File: src/rtl/vc_arbiter.sv
// vc_arbiter: weighted-priority arbiter between two virtual-channel FIFOs.
// VC0 is the high-priority channel. VC1 is guaranteed one grant after WEIGHT
// consecutive VC0 grants while it waits. A head word is popped only when the
// destination FIFO selected by its bit 4 is not almost-full.
module vc_arbiter #(
    parameter int BW     = 6,
    parameter int WEIGHT = 3,
    parameter int CW     = 4
) (
    input  logic          clk,
    input  logic          reset_L,
    input  logic [BW-1:0] VC0_data_out,
    input  logic          VC0_empty,
    output logic          VC0_rd,
    input  logic [BW-1:0] VC1_data_out,
    input  logic          VC1_empty,
    output logic          VC1_rd,
    input  logic          D0_almost_full,
    input  logic          D1_almost_full,
    output logic [BW-1:0] arb_data_out,
    output logic          arb_valid_out,
    output logic [1:0]    arb_state,
    output logic [CW-1:0] starve_cnt
);

    localparam logic [CW-1:0] WEIGHT_C = CW'(WEIGHT);
    localparam logic [CW-1:0] ONE_C    = {{(CW-1){1'b0}}, 1'b1};

    typedef enum logic [1:0] {
        ST_IDLE   = 2'd0,
        ST_ACTIVE = 2'd1,
        ST_STALL  = 2'd2
    } arb_state_e;

    logic          elig0_s;
    logic          elig1_s;
    logic          gnt0_s;
    logic          gnt1_s;
    logic [BW-1:0] data_d,   data_q;
    logic          valid_d,  valid_q;
    logic [CW-1:0] starve_d, starve_q;
    arb_state_e    state_d,  state_q;

    // Eligibility: head present and its own destination has room.
    always_comb begin
        elig0_s = 1'b0;
        elig1_s = 1'b0;
        if (VC0_data_out[4]) begin
            elig0_s = !VC0_empty && !D1_almost_full;
        end else begin
            elig0_s = !VC0_empty && !D0_almost_full;
        end
        if (VC1_data_out[4]) begin
            elig1_s = !VC1_empty && !D1_almost_full;
        end else begin
            elig1_s = !VC1_empty && !D0_almost_full;
        end
    end

    // Grant selection; no pops are issued while reset is held.
    always_comb begin
        gnt0_s = 1'b0;
        gnt1_s = 1'b0;
        if (!reset_L) begin
            gnt0_s = 1'b0;
            gnt1_s = 1'b0;
        end else if (elig0_s && elig1_s) begin
            if (starve_q == WEIGHT_C) begin
                gnt1_s = 1'b1;
            end else begin
                gnt0_s = 1'b1;
            end
        end else if (elig0_s) begin
            gnt0_s = 1'b1;
        end else if (elig1_s) begin
            gnt1_s = 1'b1;
        end else begin
            gnt0_s = 1'b0;
            gnt1_s = 1'b0;
        end
    end

    assign VC0_rd = gnt0_s;
    assign VC1_rd = gnt1_s;

    // Next-state for output word, starvation counter and status.
    always_comb begin
        data_d   = data_q;
        valid_d  = 1'b0;
        starve_d = starve_q;
        state_d  = ST_IDLE;

        if (gnt0_s) begin
            data_d  = VC0_data_out;
            valid_d = 1'b1;
        end else if (gnt1_s) begin
            data_d  = VC1_data_out;
            valid_d = 1'b1;
        end else begin
            data_d  = data_q;
            valid_d = 1'b0;
        end

        // An empty VC1 has nothing to be starved of, so the count clears.
        if (VC1_empty || gnt1_s) begin
            starve_d = {CW{1'b0}};
        end else if (gnt0_s) begin
            if (starve_q >= WEIGHT_C) begin
                starve_d = WEIGHT_C;
            end else begin
                starve_d = starve_q + ONE_C;
            end
        end else begin
            starve_d = starve_q;
        end

        if (gnt0_s || gnt1_s) begin
            state_d = ST_ACTIVE;
        end else if (!VC0_empty || !VC1_empty) begin
            state_d = ST_STALL;
        end else begin
            state_d = ST_IDLE;
        end
    end

    // State registers with synchronous active-low reset.
    always_ff @(posedge clk) begin
        if (!reset_L) begin
            data_q   <= {BW{1'b0}};
            valid_q  <= 1'b0;
            starve_q <= {CW{1'b0}};
            state_q  <= ST_IDLE;
        end else begin
            data_q   <= data_d;
            valid_q  <= valid_d;
            starve_q <= starve_d;
            state_q  <= state_d;
        end
    end

    assign arb_data_out  = data_q;
    assign arb_valid_out = valid_q;
    assign arb_state     = state_q;
    assign starve_cnt    = starve_q;

endmodule

File: config.mk
export PLATFORM = sky130hd
export DESIGN_NAME = vc_arbiter
export DESIGN_NICKNAME = d
export VERILOG_FILES = /design/src/rtl/vc_arbiter.sv
export SDC_FILE = /design/constraint.sdc
export NUM_CORES = 1
export LEC_CHECK = 0
export CAP_MARGIN = 40
export CORE_MARGIN = 8
export CORE_UTILIZATION = 37
export DETAILED_ROUTE_END_ITERATION = 8
export DONT_BUFFER_PORTS = 1
export PLACE_DENSITY = 0.6
export REMOVE_ABC_BUFFERS = 1
export SLEW_MARGIN = 10
export SYNTH_ARGS = -nofsm -noshare
export SYNTH_HDL_FRONTEND = slang
export SYNTH_SLANG_ARGS = --single-unit
File: constraint.sdc
create_clock -name clk -period 3.7 [get_ports clk]
set_clock_uncertainty 0.1 [all_clocks]
set_input_delay 0.185 -clock clk [delete_from_list [all_inputs] [get_ports clk]]
set_output_delay 0.185 -clock clk [all_outputs]
set_load 0.005 [all_outputs]
## Yosys cells after proc, flatten, opt, wreduce, memory -nomap -nowiden

Cells that the tools add are included.

| storage, ports and cells | value |
|---|---|
| bits in registers | 13 |
| input port bits | 18 |
| output and inout port bits | 15 |
| logic and storage cells | 42 |

| cells by class | value |
|---|---|
| add/subtract/negate cells | 1 |
| $lt $le $gt $ge | 1 |
| eq/ne operators | 1 |
| multiplexer cells | 18 |
| bitwise logic cells | 1 |
| reductions and logical operators | 15 |

Operators by type and width:

| operator | number |
|---|---|
| 2-to-1 mux 1 bit | 14 |
| 2-to-1 mux 6 bit | 2 |
| logical AND 1 bit | 5 |
| adder 4 x 1 -> 4 bit, second input constant | 1 |
| == test 4 x 2 -> 1 bit, second input constant | 1 |
| >= comparator 4 x 2 -> 1 bit, second input constant | 1 |
| logical NOT 1 bit | 4 |
| 2-to-1 mux 4 bit | 1 |
| OR reduction 2 bit | 2 |
| logical OR 1 bit | 3 |
| 2-to-1 mux 2 bit | 1 |
| nonzero test 2 bit | 1 |
| NOT 1 bit | 1 |

## Depth between registers and ports, before layout

Gate-level depths: netlist of the first run.

| logic depth | value |
|---|---|
| word-level depth | 9 |
| gate-level depth with buffers | 5 |
| gate-level depth less buffers | 5 |

## Worst setup path before layout of the first run

OpenSTA, ideal clock, no wires.

| path | value |
|---|---|
| path kind | register to register |
| from | reg starve_q[0], in the netlist starve_cnt[0] |
| to | reg starve_q[0], in the netlist starve_cnt[0] |
| library setup time | 0.116 ns |
| arrival | 1.509 ns |
| path slack | 1.975 ns |
| cell stages (with the launch flop) | 6 |
| cells stage by stage | dfxtp_1 ha_1 or3b_4 o311ai_4 nor2_1 o211a_1 |

RTL lines:

| item | RTL line | RTL |
|---|---|---|
| start, declared | 41 | `logic [CW-1:0] starve_d, starve_q;` |
| start signal, assigned | 131 | `starve_q <= {CW{1'b0}};` |
| start signal, assigned | 136 | `starve_q <= starve_d;` |
| == test 4 x 2 -> 1 bit | 68 | `if (starve_q == WEIGHT_C) begin` |
| 2-to-1 mux 1 bit | 68 |  |
| 2-to-1 mux 1 bit | 67 | `end else if (elig0_s && elig1_s) begin` |
| 2-to-1 mux 1 bit | 64 | `if (!reset_L) begin` |
| named net VC0_rd | 14 | `output logic VC0_rd,` |

The timed path passes the listed nets, and every way through them passes these cells.
A chain may end at the register's enable or synchronous reset.

## Final worst setup path of the first run

| path | value |
|---|---|
| from | reg starve_q[0], in the netlist starve_cnt[0] |
| to | reg data_q[1], in the netlist arb_data_out[1] |

| between the ends | value |
|---|---|
| cells in the longest elaborated chain, start to end | 5 |

RTL lines:

| item | RTL line | RTL |
|---|---|---|
| == test 4 x 2 -> 1 bit * | 68 |  |
| 2-to-1 mux 1 bit | 68 |  |
| 2-to-1 mux 1 bit | 67 |  |
| 2-to-1 mux 1 bit | 64 |  |
| 2-to-1 mux 6 bit / nonzero test 2 bit (equally long branches) | - |  |
| end signal, assigned | 129 | `data_q <= {BW{1'b0}};` |
| end signal, assigned | 134 | `data_q <= data_d;` |
| end, declared | 39 | `logic [BW-1:0] data_d, data_q;` |

Mark *: on every way between the ends. The rest lies on a longest branch, timed or not.

==> results of run 1 <==
layout by cell type, fill, tap and decap left out, drive strengths merged, types with 2 or more instances in the layout:
cell type    instances
dfxtp               12
dlygate4sd3         12
o21ai                6
o31ai                6
a31oi                6
nand3                6
nor2                 4
clkbuf               4
and3                 3
nand2b               2
nand2                2
nor2b                2
mux2                 2
sequential cells by signal, summed over array words and instances, names as in the netlist:
signal	count
arb_data_out	6
starve_cnt	4
arb_state	1
arb_valid_out	1
worst max-delay path, stage by stage, from the launching register on:
cell,delay [ns]
dfxtp_1,0.41
ha_1,0.18
or3b_4,0.40
o311ai_4,0.35
o21ai_0,0.15
a31oi_1,0.21
dlygate4sd3_1,0.57
stage by stage:
| step | worst slack (ns) | cells | cell area, sq um | total power, uW | hold WS [ns] |
|---|---|---|---|---|---|
| after floorplan | 1.98 | 67 | 636 | 178 | 0.214 |
| after global placement | 1.83 | 84 | 657 | 185 | 0.221 |
| after detailed placement | 1.80 | 84 | 657 | 186 | 0.222 |
| after CTS | 1.35 | 100 | 813 | 308 | 0.0111 |
| after global routing | 1.18 | 100 | 813 | 321 | 0.0261 |
| final | 1.28 | 100 | 813 | 305 | 0.0137 |
final timing paths:
check | from | to | slack, ns
worst min register to register | starve_cnt[2] | starve_cnt[2] | 0.44
worst max-delay path | starve_cnt[0] | arb_data_out[1] | 1.28
worst min-delay path | VC0_empty | arb_state[1] | 0.01
worst max register to register | starve_cnt[0] | arb_data_out[1] | 1.28
area by class of cell:
| type | instances | area, sq um | share of cell area [%] |
|---|---|---|---|
| multi-input combinational | 54 | 392 | 48.2 |
| clock buffer | 4 | 36.3 | 4.46 |
| sequential | 12 | 240 | 29.5 |
| timing repair buffer | 12 | 120 | 14.8 |
| tap | 17 | 21.3 | 2.62 |
| inverter | 1 | 3.75 | 0.462 |
timing repair:
action	in CTS	in global routing
hold buffers	12	0
hold endpoints to repair	7	0
gates resized for setup	0	0
synth_stat cells (2+ instances only):
cell type | instances | area (sq um)
nand2_1 | 2 | 7.51
o31ai_1 | 6 | 45.0
dfxtp_1 | 12 | 240
nor2b_1 | 2 | 12.5
a31oi_1 | 6 | 37.5
o21ai_0 | 6 | 30.0
and3_1 | 2 | 12.5
nand2b_1 | 2 | 12.5
nand3_1 | 6 | 30.0
nor2_1 | 4 | 15.0
power groups by stage:
stage / Sequential [uW] / Clock [uW] / Combinational, uW
6_report: 145 / 106 / 54.1
5_1_grt: 147 / 115 / 59.5
4_1_cts: 145 / 110 / 52.7
3_5_place_dp: 148 / 0 / 37.6
3_3_place_gp: 148 / 0 / 37.1
2_1_floorplan: 146 / 0 / 31.5
metal layers:
layer | vias up | global-route usage (%) | wire length (microns)
li1 | 299 | - | -
met1 | 302 | 12.0 | 756
met2 | 23 | 20.4 | 961
met3 | 6 | 4.86 | 164
met4 | 0 | 7.34 | 44
met5 | - | 0 | 0
cell families (layout without fill, tap and decap cells):
| logic type | Yosys count | count (layout) | share of synthesized area, % |
|---|---|---|---|
| compound gates | 26 | 26 | 31.7 |
| mux | 3 | 3 | 5.61 |
| fa+ha+maj | 1 | 1 | 1.93 |
| flops | 12 | 12 | 37.1 |
| simple gates | 24 | 24 | 21.3 |
| buf+inv | 3 | 17 | 2.32 |
==> metrics.md, run 1 <==
| Metric | Value |
|---|---|
| Worst Setup End Kind | `flop` |
| # fillers | `159` |
| Final ANT Viol Nets | `0` |
| Gr ovfl total | `0` |
| Clock slew at reported path FFs | `0.08 ns` |
| Initial antenna violation count | `0` |
| Slew headroom | `56.8%` |
| Post-route clock period utilization | `65.5%` |
| Die X | `57.8 microns` |
| Final setup viols | `0` |
| Max Cap Violations | `0` |
| TritonCTS clock tree | `built` |
| Sw Ratio | `25.6%` |
| Yosys warning count | `0` |
| LEAKAGE | `0.000332 uW` |
| First-pass iteration count of the detailed router | `4` |
| Main flop type after synthesis | `dfxtp_1` |
| EDFF count, synth | `0` |
| Slew @ Worst Pin | `0.645 ns` |
| R2R depth | `6` |
| Fmax achieved | `413 MHz` |
| Required @ worst endpoint | `3.82 ns` |
| CORE AREA | `0.00169 sq mm` |
| Syn avg cell area | `9.37 sq um` |
| Largest net degree at the start of global routing | `10` |
| Flop pwr share | `47.6%` |
| VDD IR max | `145 uV` |
| Share of cells above drive strength 1 | `15.7%` |
| Gpl congestion | `0.752` |
| Seq/Total Area, Yosys | `37.1%` |
| # IOs | `33` |
| FP Rows | `15` |
| First-pass GRT wire length | `3080 microns` |
| Global Route Usage Sum | `12.0%` |
| RSZ-0062 raised after global routing | `no` |
| Root Driver | `clkbuf_4` |
| Post-CTS Setup Inserts | `0` |
| Worst Path Arrival | `2.54 ns` |
| Area delta synth->final | `25.7%` |
| Cell count after synthesis | `69` |
| Cells on Worst Hold Path | `2` |
| Post-Route Setup TNS | `0 ns` |
| Clock share of power | `34.7%` |
| Final Hold Fails | `0` |
| Crit path time final | `2.42 ns` |
| # diodes | `0` |
| Buffers added on ports | `0` |
| Combinational Power Share | `17.7%` |
| DIE AREA | `0.00334 sq mm` |
| Vias per cell | `6.30` |
| Nets | `103` |
| Layout Utilization | `48.1%` |
| Asr flop ratio synth | `0%` |
| Sinks on Clock Net | `12` |
| Die Y | `57.8 microns` |
| Htree depth | `1` |
| WL final | `1930 microns` |
| Synth unique cells | `31` |
| Initial Util | `38.3%` |
| PD cells | `375 mW/mm^2` |
| DPL Wire Length | `1300 microns` |
| Hold Crit Class | `primary input to flop` |
| Via count | `630` |
| Clock buffer depth | `2` |
| Synth Register Bits | `12` |
| # DRC | `0` |
| Wirelength per Cell | `19.3 microns` |
| Vias in the first global route | `652` |
| Post-Synthesis Cell Area | `647 sq um` |
| CP max FO | `7` |
| Initial DRC Count | `10` |
| Final Max Slew Viols | `0` |
| Cts bufs inserted | `3` |
| Net Sw Power | `78.1 uW` |
| Worst setup path class | `flop to flop` |
| Internal power | `227 uW` |
| Skew-Pair Late Insertion Delay | `0.27 ns` |
| Setup crit start kind | `flop` |
| Status | `finished clean` |
No activity file was read; power rests on OpenSTA's default activity.
==> inputs of run 2 (changes only) <==
--- a/config.mk
+++ b/config.mk
@@ -10,7 +10,7 @@
 export CORE_UTILIZATION = 37
 export DETAILED_ROUTE_END_ITERATION = 8
 export DONT_BUFFER_PORTS = 1
-export PLACE_DENSITY = 0.6
+export PLACE_DENSITY = 0.62
 export REMOVE_ABC_BUFFERS = 1
 export SLEW_MARGIN = 10
 export SYNTH_ARGS = -nofsm -noshare
==> constraint.sdc (replaced) <==
create_clock -name clk -period 2.1 [get_ports clk]
set_clock_uncertainty 0.1 [all_clocks]
set_input_delay 0.105 -clock clk [delete_from_list [all_inputs] [get_ports clk]]
set_output_delay 0.105 -clock clk [all_outputs]
set_load 0.005 [all_outputs]
==> metrics.md, run 2 (synthesis gave the netlist of run 1 again) <==
| Metric | Value |
|---|---|
| Status | `finished clean` |
| Internal power | `400 uW (+77%)` |
| Final Hold Fails | `0 (unchanged)` |
| Flop-to-flop setup slack | `0.17 ns (-1.11 ns)` |
| # diodes | `0 (unchanged)` |
| Die X | `57.8 microns (unchanged)` |
| Max Cap Violations | `0 (unchanged)` |
| PD cells | `630 mW/mm^2 (+68%)` |
| Layout Utilization | `51.5% (+3.3 points)` |
| R2r startpoint | `starve_cnt[0]` |
| RSZ-0062 raised after global routing | `no` |
| Clock slew at reported path FFs | `0.09 ns (about the same)` |
| VDD IR max | `301 uV (+110%)` |
| Share of cells above drive strength 1 | `15.9% (+0.25 points)` |
| Flop pwr share | `46.6% (-1.0 points)` |
| R2R depth | `5 (-1)` |
| Largest net degree at the start of global routing | `10 (unchanged)` |
| WP buf/inv | `0 (-1)` |
| Cts bufs inserted | `3 (unchanged)` |
| Worst Setup End Kind | `output pin` |
| Required @ worst endpoint | `1.89 ns (-1.93 ns)` |
| DIE AREA | `0.00334 sq mm (unchanged)` |
| Initial Util | `38.3% (unchanged)` |
| Slew @ Worst Pin | `0.590 ns (-0.0548 ns)` |
| Gpl congestion | `0.736 (-2.2%)` |
| Root Driver | `clkbuf_4` |
| Initial antenna violation count | `0 (unchanged)` |
| Hold EP | `starve_cnt[0]` |
| Post-route clock period utilization | `95.5%` |
| Area delta synth->final | `34.4%` |
| Sinks on Clock Net | `12 (unchanged)` |
| CORE AREA | `0.00169 sq mm (unchanged)` |
| First-pass iteration count of the detailed router | `4 (unchanged)` |
| Commonest cells after routing, fill and taps aside | `dlygate4sd3_1, dfxtp_1` |
| Initial DRC Count | `29 (+19)` |
| Crit path time final | `2.01 ns` |
| Via count | `653 (+3.7%)` |
| Cells along the critical path | `ha_1 -> or3b_4 -> a311oi_2 -> and2_1` |
| Post-Route Setup TNS | `0 ns (unchanged)` |
| Net Sw Power | `147 uW (+89%)` |
| Nets | `108 (+4.9%)` |
| Slowest cell on the critical path | `dfxtp_1` |
| # DRC | `0 (unchanged)` |
| Fmax achieved | `498 MHz` |
| Sw Ratio | `26.9% (+1.3 points)` |
| Worst path max stage delay | `0.42 ns (-0.15 ns)` |
| TritonCTS clock tree | `built` |
| First-pass GRT wire length | `3350 microns (+8.5%)` |
| Clock share of power | `35.7% (+1.0 points)` |
| Clock buffer depth | `2 (unchanged)` |
| Skew-Pair Late Insertion Delay | `0.28 ns (about the same)` |
| Setup crit start | `starve_cnt[0]` |
| WL final | `2040 microns (+6.0%)` |
| Worst hold start | `VC0_empty` |
| Combinational Power Share | `17.7% (about the same)` |
| FP Rows | `15 (unchanged)` |
| Final Max Slew Viols | `0 (unchanged)` |
| Die Y | `57.8 microns (unchanged)` |
| Vias in the first global route | `688 (+5.5%)` |
| Htree depth | `1 (unchanged)` |
| Most common cell after layout, fill and taps aside | `dlygate4sd3_1` |
| LEAKAGE | `0.000344 uW (+3.5%)` |
| Worst Path Arrival | `1.80 ns (-0.74 ns)` |
| Wirelength per Cell | `19.5 microns (+0.97%)` |
| Setup crit start kind | `flop` |
| CP max FO | `4 (-3)` |
| Worst setup path class | `flop to output pin` |
| Kind of cell adding the most delay to the critical path | `simple AND/OR/NAND/NOR gates` |
| Vias per cell | `6.22 (-1.3%)` |
| Final ANT Viol Nets | `0 (unchanged)` |
| Cells on Worst Hold Path | `3 (+1)` |
| Global Route Usage Sum | `13.1% (+1.1 points)` |
| Buffers added on ports | `0 (unchanged)` |
| Largest register FFs | `6 (unchanged)` |
| Final setup viols | `0 (unchanged)` |
| Slew headroom | `59.5% (+2.7 points)` |
| # IOs | `33 (unchanged)` |
| Gr ovfl total | `0 (unchanged)` |
| Hold Crit Class | `primary input to flop` |
| DPL Wire Length | `1330 microns (+2.3%)` |
| FF-to-FF End | `starve_cnt[0]` |
[run 2: cell count changes in the layout (fill, tap and decap cells not counted), sizes merged]
| cell | delta |
|---|---|
| dlygate4sd3 | +5 |
[run 2: power groups by stage]
stage	clock network, uW	logic [uW]	registers (uW)
after floorplan	0	55.5	257
after global placement	0	65.4	261
after detailed placement	0	66.4	261
after CTS	194	94.4	256
after global routing	209	107	258
final	195	96.9	255
[run 2: how the worst max path moves through the flow]
stage                         end  slack [ns]  depth (start not counted)
floorplan           starve_cnt[0]        0.38                          5
global route               VC0_rd        0.01                          4
detailed placement  starve_cnt[0]        0.22                          5
CTS                        VC1_rd        0.05                          4
finish                     VC1_rd        0.09                          4
global placement    starve_cnt[0]        0.26                          5
[run 2: area by class of cell]
cell class,count,area (sq um)
Clock buffer,4,36.3
Inverter,1,3.75
Timing Repair Buffer,17,170
Tap cell,17,21.3
Fill cell,162,820
Sequential cell,12,240
Multi-Input combinational cell,54,398
[run 2: metrics by stage]
stage	hold WS [ns]	std cells	setup slack, ns	total power (uW)	area, sq um
floorplan	0.134	67	0.375	313	636
global placement	0.144	84	0.257	327	657
detailed placement	0.144	84	0.220	328	657
CTS	0.00777	105	0.0470	544	863
global route	0.0490	105	0.0112	575	870
finish	0.00716	105	0.0938	548	870
[run 2: routing by layer]
layer	track usage (%)	vias to the layer above	wire (microns)
met1	13.9	312	837
met2	20.7	23	983
li1	-	314	-
met3	6.84	4	189
met4	6.99	0	32
met5	0	-	0
[run 2: what timing repair did]
action                                  4_1_cts  5_1_grt
endpoints found under the setup margin        0        1
hold endpoints to repair                     10        0
setup buffers                                 0        0
gates resized for setup                       0        1
hold buffers                                 17        0
[run 2: worst reg2reg max path: cells and delay by family (launching register included)]
kind	cells	cell delay [ns]
compound gates	2	0.56
flops	1	0.42
simple gates	2	0.56
fa+ha+maj	1	0.20
==> inputs of run 3 (changes only) <==
==> constraint.sdc (replaced) <==
create_clock -name clk -period 2.1 [get_ports clk]
set_clock_uncertainty 0.1 [all_clocks]
set_input_delay 0.42 -clock clk [delete_from_list [all_inputs] [get_ports clk]]
set_output_delay 0.42 -clock clk [all_outputs]
set_load 0.005 [all_outputs]
==> metrics.md, run 3 (synthesis gave the netlist of run 1 again) <==
| Metric | Value |
|---|---|
| WL final | `1920 microns (-6.3%)` |
| # diodes | `0 (unchanged)` |
| First-pass iteration count of the detailed router | `4 (unchanged)` |
| PnR worst setup slack | `-0.0403 ns (-0.134 ns)` |
| LEAKAGE | `0.000302 uW (-12%)` |
| Max Cap Violations | `0 (unchanged)` |
| Worst Setup End Kind | `output pin` |
| # IOs | `33 (unchanged)` |
| Most Used Layer, Global Route | `met2` |
| Area of the multi-input gates | `413 sq um (+3.8%)` |
| GR Util met2 | `18.6% (-2.1 points)` |
| Slew @ Worst Pin | `0.448 ns (-0.142 ns)` |
| Met3 usage in global routing | `7.51% (+0.66 points)` |
| Clock slew at reported path FFs | `0.08 ns (about the same)` |
| Net Sw Power | `136 uW (-8.1%)` |
| R2R depth | `7 (+2)` |
| Failing checks | `negative setup slack` |
| Initial antenna violation count | `0 (unchanged)` |
| Htree depth | `1 (unchanged)` |
| CORE AREA | `0.00169 sq mm (unchanged)` |
| Cells on Worst Hold Path | `2 (-1)` |
| Clock share of power | `36.0% (+0.3 points)` |
| # fillers | `174 (+7.4%)` |
| Wirelength per Cell | `20.4 microns (+4.7%)` |
| Final setup viols | `2 (+2)` |
| Final Max Slew Viols | `0 (unchanged)` |
| Hold EP | `arb_data_out[3]` |
| Buffers added on ports | `0 (unchanged)` |
| Vias per cell | `6.39 (+2.8%)` |
| Final Hold Fails | `0 (unchanged)` |
| DPL Wire Length | `1430 microns (+7.9%)` |
| RSZ-0062 raised after global routing | `yes` |
| Die Y | `57.8 microns (unchanged)` |
| Nets | `97 (-10%)` |
| Hold_buf cts | `0 (-17)` |
| Worst hold start | `reset_L` |
| Place WS | `0.0705 ns (-0.150 ns)` |
| Global Route Usage Sum | `12.0% (-1.2 points)` |
| Setup crit start kind | `flop` |
| Worst setup path class | `flop to output pin` |
| Combinational Power Share | `15.0% (-2.7 points)` |
| Storage cell area | `245 sq um (+2.1%)` |
| FF-to-FF End | `arb_data_out[0]` |
| Gr ovfl total | `0 (unchanged)` |
| Met1 usage | `12.9% (-1.0 points)` |
| Skew-Pair Late Insertion Delay | `0.27 ns (about the same)` |
| Initial DRC Count | `37 (+28%)` |
| Flop-to-flop setup slack | `0.17 ns (about the same)` |
| Sw Ratio | `26.0% (-0.89 points)` |
| # DRC | `0 (unchanged)` |
| Worst Path Arrival | `1.62 ns (-0.18 ns)` |
| Gpl congestion | `0.737 (+0.11%)` |
| Post-route clock period utilization | `102% (+6.4 points)` |
| Share of cells above drive strength 1 | `31.2% (+15 points)` |
| DIE AREA | `0.00334 sq mm (unchanged)` |
| Slew headroom | `70.0% (+10 points)` |
| Via count | `601 (-8.0%)` |
| Crit path time final | `2.14 ns (+0.134 ns)` |
| Final ANT Viol Nets | `0 (unchanged)` |
| First-pass GRT wire length | `3130 microns (-6.4%)` |
| CP max FO | `3 (-1)` |
| PD cells | `681 mW/mm^2 (+8.2%)` |
| Clock buffer depth | `2 (unchanged)` |
| Initial Util | `38.3% (unchanged)` |
| Status | `finished, violations left` |
| TritonCTS clock tree | `built` |
| Root Driver | `clkbuf_4` |
| Flop pwr share | `48.9% (+2.3 points)` |
| Most common cell after layout, fill and taps aside | `dfxtp_1` |
| Hold Crit Class | `primary input to flop` |
| Vias in the first global route | `642 (-6.7%)` |
| Sinks on Clock Net | `12 (unchanged)` |
| Layout Utilization | `45.3% (-6.2 points)` |
| Required @ worst endpoint | `1.58 ns (-0.31 ns)` |
| Die X | `57.8 microns (unchanged)` |
| Internal power | `385 uW (-3.8%)` |
| VDD IR max | `322 uV (+6.9%)` |
| Fmax achieved | `467 MHz (-6.3%)` |
| Largest register FFs | `6 (unchanged)` |
| Area delta synth->final | `18.2%` |
| Cts bufs inserted | `3 (unchanged)` |
| FP Rows | `15 (unchanged)` |
| R2r startpoint | `starve_cnt[1]` |
| Largest net degree at the start of global routing | `14 (+4)` |
==> run 3: changes by cell type in the layout (fill, tap and decap cells not counted) <==
cell           before  now
dlygate4sd3_1      17    0
buf_4               0    6
dfxtp_1            12   10
dfxtp_2             0    1
dfxtp_4             0    1
ha_1                1    0
ha_4                0    1
nor2_1              4    3
nor2_2              0    1
==> run 3: power groups by stage <==
stage | Sequential [uW] | Clock, uW | Combinational, uW
6_report | 255 | 188 | 78.3
5_1_grt | 257 | 208 | 86.5
4_1_cts | 256 | 191 | 75.9
3_5_place_dp | 261 | 0 | 73.8
3_3_place_gp | 261 | 0 | 72.3
2_1_floorplan | 257 | 0 | 55.5
==> run 3: worst max-delay path, cell delays in order (launching register included) <==
cell and delay [ns]:
dfxtp_4 0.38, ha_4 0.13, or3b_4 0.41, a311oi_2 0.25, and2_1 0.19
==> run 3: how the worst max path moves through the flow <==
stage / cells past startpoint / from / slack, ns / end
after detailed placement: 4 / starve_cnt[1] / 0.07 / VC1_rd
after CTS: 4 / starve_cnt[1] / -0.04 / VC1_rd
after global placement: 4 / starve_cnt[1] / 0.13 / VC1_rd
after global routing: 4 / starve_cnt[1] / -0.13 / VC1_rd
final: 4 / starve_cnt[1] / -0.04 / VC1_rd
after floorplan: 4 / starve_cnt[0] / 0.20 / VC1_rd
==> run 3: repair_timing <==
action,in CTS,in global routing
pin swaps,2,2
setup buffers,0,2
gates resized for setup,6,1
setup endpoints to repair,2,2
==> run 3: cell type report <==
| cell class | count | share of cell area, % |
|---|---|---|
| Tap cell | 17 | 2.78 |
| Timing Repair Buffer | 6 | 5.89 |
| Inverter | 1 | 0.491 |
| Sequential cell | 12 | 32.1 |
| Clock buffer | 4 | 4.75 |
| Multi-Input combinational cell | 54 | 54.0 |
==> run 3: stage by stage <==
stage / setup TNS [ns] / total power (uW) / cells / hold slack (ns) / cell area, sq um
2_1_floorplan: 0 / 313 / 67 / 0.403 / 636
3_3_place_gp: 0 / 333 / 88 / 0.430 / 687
3_5_place_dp: 0 / 335 / 88 / 0.448 / 687
4_1_cts: -0.0390 / 522 / 92 / 0.170 / 747
5_1_grt: -0.219 / 552 / 94 / 0.154 / 764
6_report: -0.0721 / 521 / 94 / 0.176 / 764
==> run 3: routing by layer <==
metal / vias up / part of all wire [%] / wire [microns]
met5: - / 0 / 0
met2: 24 / 46 / 890
met4: 0 / 0.63 / 12
li1: 289 / - / -
met3: 2 / 11 / 215
met1: 286 / 42 / 796
